[src/rtl/lcd_bus_responder.sv]
// HD44780-style responder on the far end of an 8-bit character-LCD bus.
// Keeps a shadow DDRAM, address counter and display state, models busy, answers reads.
module lcd_bus_responder #(
   parameter int BUSY_CYCLES  = 4,
   parameter int CLEAR_CYCLES = 100
) (
   input  logic       clk,
   input  logic       reset,
   input  logic [7:0] LCD,
   input  logic       lcdRS,
   input  logic       lcdRW,
   input  logic       lcdEn,
   output logic [7:0] rd_data,
   output logic       rd_valid,
   output logic       busy,
   output logic [6:0] addr_cnt,
   output logic       disp_on,
   output logic       char_strobe,
   output logic [6:0] char_addr,
   output logic [7:0] char_data,
   output logic       cmd_err,
   input  logic [6:0] peek_addr,
   output logic [7:0] peek_data
);
   localparam int            DEPTH   = 80;
   localparam int            MAXC    = (CLEAR_CYCLES > BUSY_CYCLES) ? CLEAR_CYCLES : BUSY_CYCLES;
   localparam int            CW      = $clog2(MAXC + 1);
   localparam logic [CW-1:0] BUSY_N  = CW'(BUSY_CYCLES);
   localparam logic [CW-1:0] CLEAR_N = CW'(CLEAR_CYCLES);
   localparam logic [6:0]    LAST    = 7'(DEPTH - 1);
   localparam logic [6:0]    DEPTH7  = 7'(DEPTH);
   localparam logic [7:0]    BLANK   = 8'h20;

   // Synchronizer word layout: {en, rs, rw, data[7:0]}
   logic [10:0]   s1_q;
   logic [10:0]   s2_q;
   logic          en_prev_q;
   logic          rs_h_q;
   logic          rw_h_q;
   logic [7:0]    data_h_q;
   logic          fall;

   logic [6:0]    ac_q, ac_d;
   logic          id_q, id_d;
   logic          disp_q, disp_d;
   logic [CW-1:0] cnt_q, cnt_d;
   logic          err_q, err_d;
   logic          strobe_q, strobe_d;
   logic [6:0]    caddr_q, caddr_d;
   logic [7:0]    cdata_q, cdata_d;
   logic          mem_we;
   logic          mem_clr;
   logic [7:0]    mem_q [DEPTH];

   function automatic logic [6:0] ac_step(input logic [6:0] ac, input logic inc);
      if (inc) return (ac == LAST) ? 7'd0 : ac + 7'd1;
      return (ac == 7'd0) ? LAST : ac - 7'd1;
   endfunction

   always_ff @(posedge clk or negedge reset) begin
      if (!reset) begin
         s1_q      <= '0;
         s2_q      <= '0;
         en_prev_q <= 1'b0;
         rs_h_q    <= 1'b0;
         rw_h_q    <= 1'b0;
         data_h_q  <= 8'h00;
      end else begin
         s1_q      <= {lcdEn, lcdRS, lcdRW, LCD};
         s2_q      <= s1_q;
         en_prev_q <= s2_q[10];
         // The fall acts on what the bus carried while En was last high.
         if (s2_q[10]) begin
            rs_h_q   <= s2_q[9];
            rw_h_q   <= s2_q[8];
            data_h_q <= s2_q[7:0];
         end
      end
   end

   assign fall = ~s2_q[10] & en_prev_q;
   assign busy = (cnt_q != '0);

   always_comb begin
      ac_d     = ac_q;
      id_d     = id_q;
      disp_d   = disp_q;
      err_d    = err_q;
      cnt_d    = busy ? cnt_q - 1'b1 : cnt_q;
      strobe_d = 1'b0;
      caddr_d  = caddr_q;
      cdata_d  = cdata_q;
      mem_we   = 1'b0;
      mem_clr  = 1'b0;
      if (fall) begin
         if (rw_h_q) begin
            if (rs_h_q) ac_d = ac_step(ac_q, id_q);
         end else if (busy) begin
            err_d = 1'b1;
         end else if (rs_h_q) begin
            mem_we   = 1'b1;
            strobe_d = 1'b1;
            caddr_d  = ac_q;
            cdata_d  = data_h_q;
            ac_d     = ac_step(ac_q, id_q);
            cnt_d    = BUSY_N;
         end else begin
            cnt_d = BUSY_N;
            casez (data_h_q)
               8'b1???????: ac_d = (data_h_q[6:0] < DEPTH7) ? data_h_q[6:0] : 7'd0;
               8'b0001????: if (!data_h_q[3]) ac_d = ac_step(ac_q, data_h_q[2]);
               8'b00001???: disp_d = data_h_q[2];
               8'b000001??: id_d = data_h_q[1];
               8'b0000001?: begin
                  ac_d  = 7'd0;
                  cnt_d = CLEAR_N;
               end
               8'b00000001: begin
                  mem_clr = 1'b1;
                  ac_d    = 7'd0;
                  id_d    = 1'b1;
                  cnt_d   = CLEAR_N;
               end
               default: ;
            endcase
         end
      end
   end

   always_ff @(posedge clk or negedge reset) begin
      if (!reset) begin
         ac_q     <= 7'd0;
         id_q     <= 1'b1;
         disp_q   <= 1'b0;
         cnt_q    <= '0;
         err_q    <= 1'b0;
         strobe_q <= 1'b0;
         caddr_q  <= 7'd0;
         cdata_q  <= 8'h00;
      end else begin
         ac_q     <= ac_d;
         id_q     <= id_d;
         disp_q   <= disp_d;
         cnt_q    <= cnt_d;
         err_q    <= err_d;
         strobe_q <= strobe_d;
         caddr_q  <= caddr_d;
         cdata_q  <= cdata_d;
      end
   end

   // Register array rather than block RAM: clear must blank every byte in one cycle.
   always_ff @(posedge clk or negedge reset) begin
      if (!reset) begin
         for (int i = 0; i < DEPTH; i++) mem_q[i] <= BLANK;
      end else if (mem_clr) begin
         for (int i = 0; i < DEPTH; i++) mem_q[i] <= BLANK;
      end else if (mem_we) begin
         mem_q[ac_q] <= data_h_q;
      end
   end

   assign rd_valid    = s2_q[10] & s2_q[8];
   assign rd_data     = s2_q[9] ? mem_q[ac_q] : {busy, ac_q};
   assign addr_cnt    = ac_q;
   assign disp_on     = disp_q;
   assign char_strobe = strobe_q;
   assign char_addr   = caddr_q;
   assign char_data   = cdata_q;
   assign cmd_err     = err_q;
   assign peek_data   = (peek_addr < DEPTH7) ? mem_q[peek_addr] : 8'h00;

endmodule

[config.mk]
export PLATFORM = sky130hd
export DESIGN_NAME = lcd_bus_responder
export DESIGN_NICKNAME = d
export VERILOG_FILES = /design/src/rtl/lcd_bus_responder.sv
export SDC_FILE = /design/constraint.sdc
export NUM_CORES = 1
export LEC_CHECK = 0
export BUFFER_PORTS_ARGS = -buffer_cell sky130_fd_sc_hd__buf_2
export CAP_MARGIN = 15
export CORE_ASPECT_RATIO = 1.75
export CORE_UTILIZATION = 35
export CTS_CLUSTER_DIAMETER = 100
export DETAILED_ROUTE_END_ITERATION = 10
export HOLD_SLACK_MARGIN = 0.05
export PLACE_DENSITY = 0.56
export SLEW_MARGIN = 20
export SYNTH_ARGS = -nofsm -noshare
export SYNTH_HDL_FRONTEND = slang
export SYNTH_SLANG_ARGS = --single-unit
export TNS_END_PERCENT = 10
[constraint.sdc]
create_clock -name clk -period 4.5 [get_ports clk]
set_clock_uncertainty 0.15 [all_clocks]
set_input_delay 0.9 -clock clk [delete_from_list [all_inputs] [get_ports clk]]
set_output_delay 0.9 -clock clk [all_outputs]
set_load 0.05 [all_outputs]
==> flow_summary_export.csv, run 1 <==
group,metric,value,unit
synth,yosys-top-cells-area,"dfrtp_1, mux4_2, o2bb2ai_1",
pwr,leakagePower,17.3,nW
synth,synthArstFlopShare,100,%
worst_setup_path,worstRegToRegCells,7,
floorplan,fp.dieH,436,um
finish,final_cell_area,44100,sq um
global_routing,grt_max_degree,140,
finish,final_nets,3194,
finish,area_growth,17.3,%
sta,rsz0062_at_grt,"true",
placed_design,dpl.hpwl,115000,um
min_path,min_to,"s1_q[6]",
drt,ant_nets,0,
synth,synth_fp_nets,3053,
floorplan,rows,158,
sta,period_share,103,%
synth,avgSynthCellArea,12.4,sq um
floorplan,dieArea,109000,sq um
sta,setup_ws,-0.116,ns
worst_setup_path,start_kind,"flop",
clock_network,cts-buffers-inserted,70,
synth,yosysSeqAreaShare,47.2,%
flow_run,maxCapViolCount,0,
sta,min_period,4.62,ns
synth,ys_types,79,
placed_design,portBuffers,62,
clock_network,clk_pin_slew_worst_paths,0.06,ns
finish,fin_util,41.6,%
clock_network,cts_max_level,3,
synth,synth-seq-cells,706,
floorplan,die_w,250,um
worst_setup_path,critPathMaxFanout,10,
drt,via_count,31400,
placed_design,gp_congestion,1.01,
min_path,hold_depth,1,
worst_setup_path,crit_top_cell,"buf_12",
global_routing,antenna_found_initial,6,
sta,fin_tns_setup,-0.539,ns
clock_network,clock-root-buffer,"clkbuf_16",
sta,finalSetupViolCount,10,
placed_design,placed_cells,4424,
sta,fmax,217,MHz
worst_setup_path,r2r_slack,0.94,ns
synth,synth_common_cells,"dfrtp_1, o2bb2ai_1, nand2_1",
worst_setup_path,slowest_stage,"dfrtp_4",
synth,yosysWarningCount,0,
drt,drc,0,
worst_setup_path,path_cells,"buf_6, buf_12, mux4_2, nand2_1, nand2_2, o22ai_1, a221o_1, a21oi_2, buf_12",
pwr,power,21.2,mW
floorplan,coreArea,106000,sq um
min_path,min_from,"LCD[6]",
pwr,ir_drop,0.388,mV
worst_setup_path,endpoint_kind,"primary output",
sta,slew_viol_final,0,
placed_design,post-place-ws,-0.0632,ns
global_routing,gr-usage-all-layers,30.7,%
worst_setup_path,r2r_start,"addr_cnt[1]",
synth,synth_cells,3027,
worst_setup_path,path_class,"reg -> out",
drt,drt_first_pass_iters,6,
min_path,hold_class,"in -> reg",
drt,detail_route.wl_per_cell,36.4,um
finish,stdcell_count,4586,
clock_network,clk_latency,0.69,ns
worst_setup_path,slowest_delay,0.55,ns
global_routing,grt.overflow.total,0,
floorplan,ios,63,
sta,timing.slew.headroom,16.7,%
sta,worst_pin_slew,1.25,ns
synth,synth-edff-count,0,
finish,drive_above_1_share,29.1,%
clock_network,cts_tree,"done",
synth,yosysTopAreaCell,"dfrtp_1",
drt,drt_wl_total,167000,um
synth,syn_area,37600,sq um
finish,fillers,9747,
run_status,violations,"negative setup slack",
drt,first_iter_violations,3916,
worst_setup_path,reg2reg_to,"mem_q[630]",
clock_network,ctsLongestPathBuffers,3,
global_routing,grt_pass1_wl,239000,um
sta,finalHoldViolCount,0,
synth,post-synth-top-count-cell,"dfrtp_1",
placed_design,post_dp_cell_area,40800,sq um
worst_setup_path,required,3.45,ns
worst_setup_path,arrival,3.57,ns
pwr,powerDensity,481,nW/um^2
synth,synth_top_area_share,41.6,%
floorplan,start_util,35.4,%
run_status,status,"complete, but fails checks",
global_routing,grt_pass1_vias,31200,
drt,viasPerCell,6.84,
sta,holdWs,0.169,ns
clock_network,clock-sinks,706,
synth,synth_flop_cell,"dfrtp_1",
[where the power goes]
group	internal [mW]	total (mW)	switching (mW)	leakage (nW)
logic	2.73	8.00	5.27	6.62
registers	6.50	6.78	0.279	9.46
clock network	3.70	6.46	2.75	1.21
[layout make-up]
cell class	instances	area, sq um	share of cell area (%)
clock buffers	101	2080	4.72
well taps	1360	1700	3.86
diodes	1	2.50	0.00567
repair buffers	345	3310	7.51
clock inverters	28	388	0.879
multi-input cells	2030	18800	42.6
flip-flops and latches	706	17800	40.3
inverters	15	60.1	0.136
[what timing repair did]
item | CTS | global route
cloned | 2 | 0
endpoints found under the setup margin | 12 | 15
hold buffers | 1 | 0
hold endpoints to repair | 39 | 0
pin swaps | 14 | 11
setup buffers | 29 | 2
gates resized for setup | 68 | 45
[critical path: cells and delay by family (launching register included)]
family	cells	cell delay (ns)
AO/OA/AOI/OAI	3	0.96
flip-flops	1	0.55
AND/OR/NAND/NOR	2	0.30
buffers and inverters	3	0.52
multiplexers	1	0.52
[cell usage in the layout, fill, tap and decap left out, drive strengths merged, types with 7 or more instances in the layout]
cell     Yosys  layout
a211oi      34      34
a21oi      106     106
a221o       94      94
a221oi      68      68
a22o        11      11
a22oi       33      33
a31oi       11      11
buf        131     342
bufinv       0       8
clkbuf     145     101
clkinv       2      18
dfrtp      625     625
dfstp       81      81
inv         13      13
mux2        54      54
mux2i       79      79
mux4       251     251
nand2      275     275
nand2b       8       8
nand3       32      32
nor2       133     133
nor2b       40      40
nor3        15      15
o21ai       76      76
o221ai      14      14
o22ai       15      15
o2bb2ai    570     570
o31ai        8       8
xnor2        7       7
[cell families after synthesis]
| logic type | share of synthesized area (%) |
|---|---|
| muxes | 18.8 |
| and+or+nand+nor | 6.42 |
| DFF | 47.2 |
| buffers and inverters | 3.75 |
| xor gates and xnor gates | 0.186 |
| AOI/OAI and AO/OA | 23.4 |
| adders and majority gates | 0.200 |
[metal layers]
layer,GRT usage (%),vias to the layer above,wire [um]
li1,-,12500,-
met1,34.5,16200,56800
met2,49.7,2019,79300
met3,5.74,661,12800
met4,27.0,2,18000
met5,0,-,9
[worst max-delay path by stage]
| stage | startpoint | endpoint | slack [ns] | cells past startpoint |
|---|---|---|---|---|
| after floorplan | addr_cnt[2] | rd_data[3] | 0.23 | 9 |
| final | addr_cnt[0] | rd_data[7] | -0.12 | 9 |
| after detailed placement | peek_addr[0] | peek_data[5] | -0.06 | 9 |
| after global placement | peek_addr[0] | peek_data[5] | -0.08 | 9 |
| after global routing | addr_cnt[0] | rd_data[7] | -0.12 | 10 |
| after CTS | addr_cnt[0] | rd_data[7] | -0.1 | 12 |
[registers in the layout (all words and copies together) (netlist names), 7 cells and up]
signal / flops
char_addr: 7
mem_q: 640
s1_q: 11
s2_q: 11
data_h_q: 8
addr_cnt: 7
char_data: 8
cnt_q: 7
Note: power is estimated with default switching activity, not from simulation.
==> run 2, diff against run 1 <==
--- a/config.mk
+++ b/config.mk
@@ -13,6 +13,7 @@
 export DETAILED_ROUTE_END_ITERATION = 10
 export HOLD_SLACK_MARGIN = 0.05
 export PLACE_DENSITY = 0.56
+export SKIP_CTS_REPAIR_TIMING = 1
 export SLEW_MARGIN = 20
 export SYNTH_ARGS = -nofsm -noshare
 export SYNTH_HDL_FRONTEND = slang
==> run 2 against run 1 <==
The run ends with design-rule violations, negative setup slack left. Worst hold slack barely moved. Final area increased by 0.39%. Die area unchanged. Sequential power hardly changed.
==> flow_summary_export.csv, run 2 (synthesis results as in run 1) <==
group,metric,value,unit
run_status,status,"complete, but fails checks",
run_status,violations,"design-rule violations, negative setup slack",
finish,layout_commonest_cell,"dfrtp_1",
finish,area_growth,17.8,%
drt,via_count,31300,
global_routing,grt.overflow.total,0,
placed_design,post_dp_cell_area,40800,sq um
finish,stdcell_count,4599,
finish,drive_above_1_share,29.3,%
worst_setup_path,critPathTopFamily,"compound AO/OA/AOI/OAI gates",
drt,ant_nets,0,
sta,setup_ws,-0.212,ns
placed_design,placed_cells,4424,
global_routing,gr-usage-all-layers,30.3,%
clock_network,clk_latency,0.69,ns
clock_network,clock-sinks,706,
pwr,ir_drop,0.381,mV
drt,drc,4,
worst_setup_path,arrival,3.66,ns
worst_setup_path,cp-endpoint,"rd_data[0]",
worst_setup_path,worstRegToRegCells,7,
sta,rsz0062_at_grt,"true",
pwr,power,21.5,mW
worst_setup_path,crit_top_cell,"buf_12",
pwr,leakagePower,17.4,nW
sta,slew_viol_final,0,
placed_design,dpl.hpwl,115000,um
sta,fmax,212,MHz
global_routing,grt_pass1_vias,30900,
floorplan,fp.dieH,436,um
global_routing,grt_max_degree,140,
floorplan,ios,63,
clock_network,cts_tree,"done",
worst_setup_path,path_cells,"buf_12, buf_12, buf_16, mux2_2, a222oi_1, buf_4, a211oi_1, o21ai_1, a32oi_2, o22a_1, buf_6",
worst_setup_path,slowest_stage,"a222oi_1",
finish,final_cell_area,44300,sq um
clock_network,ctsLongestPathBuffers,3,
finish,final-seq-area,17800,sq um
sta,holdWs,0.169,ns
clock_network,cts_max_level,3,
floorplan,rows,158,
clock_network,clock-root-buffer,"clkbuf_16",
floorplan,dieArea,109000,sq um
finish,top_register,"mem_q",
floorplan,die_w,250,um
worst_setup_path,path_class,"reg -> out",
drt,drt_first_pass_iters,9,
pwr,powerDensity,484,nW/um^2
finish,largest_reg_flops,640,
pwr,p_int,13.0,mW
pwr,p_comb_share,38.2,%
worst_setup_path,reg2reg_to,"mem_q[551]",
worst_setup_path,slowest_delay,0.60,ns
worst_setup_path,startpoint,"addr_cnt[0]",
finish,fillers,9730,
finish,final_nets,3205,
finish,final_cell_mix,"dfrtp_1, o2bb2ai_1, nand2_1, mux4_2, buf_4",
placed_design,gp_congestion,1.01,
clock_network,cts-buffers-inserted,70,
worst_setup_path,endpoint_kind,"primary output",
worst_setup_path,critPathBufInv,5,
sta,finalSetupViolCount,9,
drt,drt_wl_total,168000,um
sta,min_period,4.71,ns
global_routing,grt_pass1_wl,237000,um
placed_design,post-place-ws,-0.0632,ns
pwr,power.share.clock,30.2,%
floorplan,coreArea,106000,sq um
worst_setup_path,start_kind,"flop",
worst_setup_path,r2r_start,"addr_cnt[1]",
worst_setup_path,r2r_slack,0.72,ns
sta,worst_pin_slew,1.27,ns
sta,finalHoldViolCount,0,
pwr,seq_power_share,31.6,%
worst_setup_path,cp.depth,11,
min_path,hold_class,"in -> reg",
sta,timing.slew.headroom,14.9,%
flow_run,maxCapViolCount,0,
pwr,swShare,39.3,%
floorplan,start_util,35.4,%
pwr,power.switching,8.42,mW
drt,detail_route.wl_per_cell,36.5,um
drt,viasPerCell,6.81,
clock_network,clk_pin_slew_worst_paths,0.07,ns
worst_setup_path,critPathMaxFanout,10,
drt,first_iter_violations,4286,
finish,reg_top3,"mem_q: 640 flops, s1_q: 11 flops, s2_q: 11 flops",
worst_setup_path,required,3.45,ns
finish,multi_input_area,18800,sq um
placed_design,portBuffers,62,
sta,period_share,105,%
global_routing,antenna_found_initial,5,
## run 2: cell count changes in the layout (fill, tap and decap cells not counted), sizes merged
cell	previous run	this run
clkbuf	101	108
bufbuf	2	0
diode	1	3
clkinvlp	4	3
buf	342	348
inv	13	14
## run 2: area by class of cell
cell class / instances / share of cell area (%)
multi-input combinational: 2030 / 42.5
sequential: 706 / 40.1
timing repair buffer: 356 / 7.83
clock buffer: 101 / 4.70
tap: 1360 / 3.84
clock inverter: 28 / 0.875
inverter: 15 / 0.127
antenna: 3 / 0.0169
## run 2: power groups by stage
stage | sequential (mW) | clock, mW | combinational [mW]
after floorplan | 6.88 | 0 | 3.34
after global placement | 6.95 | 0 | 6.79
after detailed placement | 6.95 | 0 | 6.79
after CTS | 6.84 | 6.54 | 6.81
after global routing | 6.79 | 6.76 | 8.21
final | 6.78 | 6.47 | 8.20
## run 2: worst min-delay path by stage
stage               depth (start not counted)  slack [ns]    start         end
floorplan                                   0        0.18  s1_q[0]     s2_q[0]
global placement                            0        0.19  s1_q[9]     s2_q[9]
detailed placement                          0        0.19  s1_q[9]     s2_q[9]
CTS                                         1       -0.05    reset  mem_q[216]
global route                                1        0.15   LCD[7]     s1_q[7]
finish                                      1        0.17   LCD[6]     s1_q[6]
## run 2: through the flow
stage / util, % / TNS (ns)
2_1_floorplan: - / 0
3_3_place_gp: 38.5 / -0.0895
3_5_place_dp: 38.5 / -0.0981
4_1_cts: 40.8 / -2.53
5_1_grt: 41.7 / -0.911
6_report: 41.7 / -0.839
## run 2: worst reg2reg max path, stage by stage, from the launching register on
cell and delay (ns):
dfrtp_4 0.57, buf_12 0.23, nor2b_1 0.20, buf_4 0.24, nand2_1 0.56, nor2_1 1.04, a21oi_1 0.44, o2bb2ai_1 0.23
## run 2: routing by layer
layer | wire [um] | global-route usage, %
met2 | 78800 | 48.7
met1 | 57300 | 34.2
met4 | 18700 | 27.3
met5 | 8 | 0
met3 | 13000 | 5.71
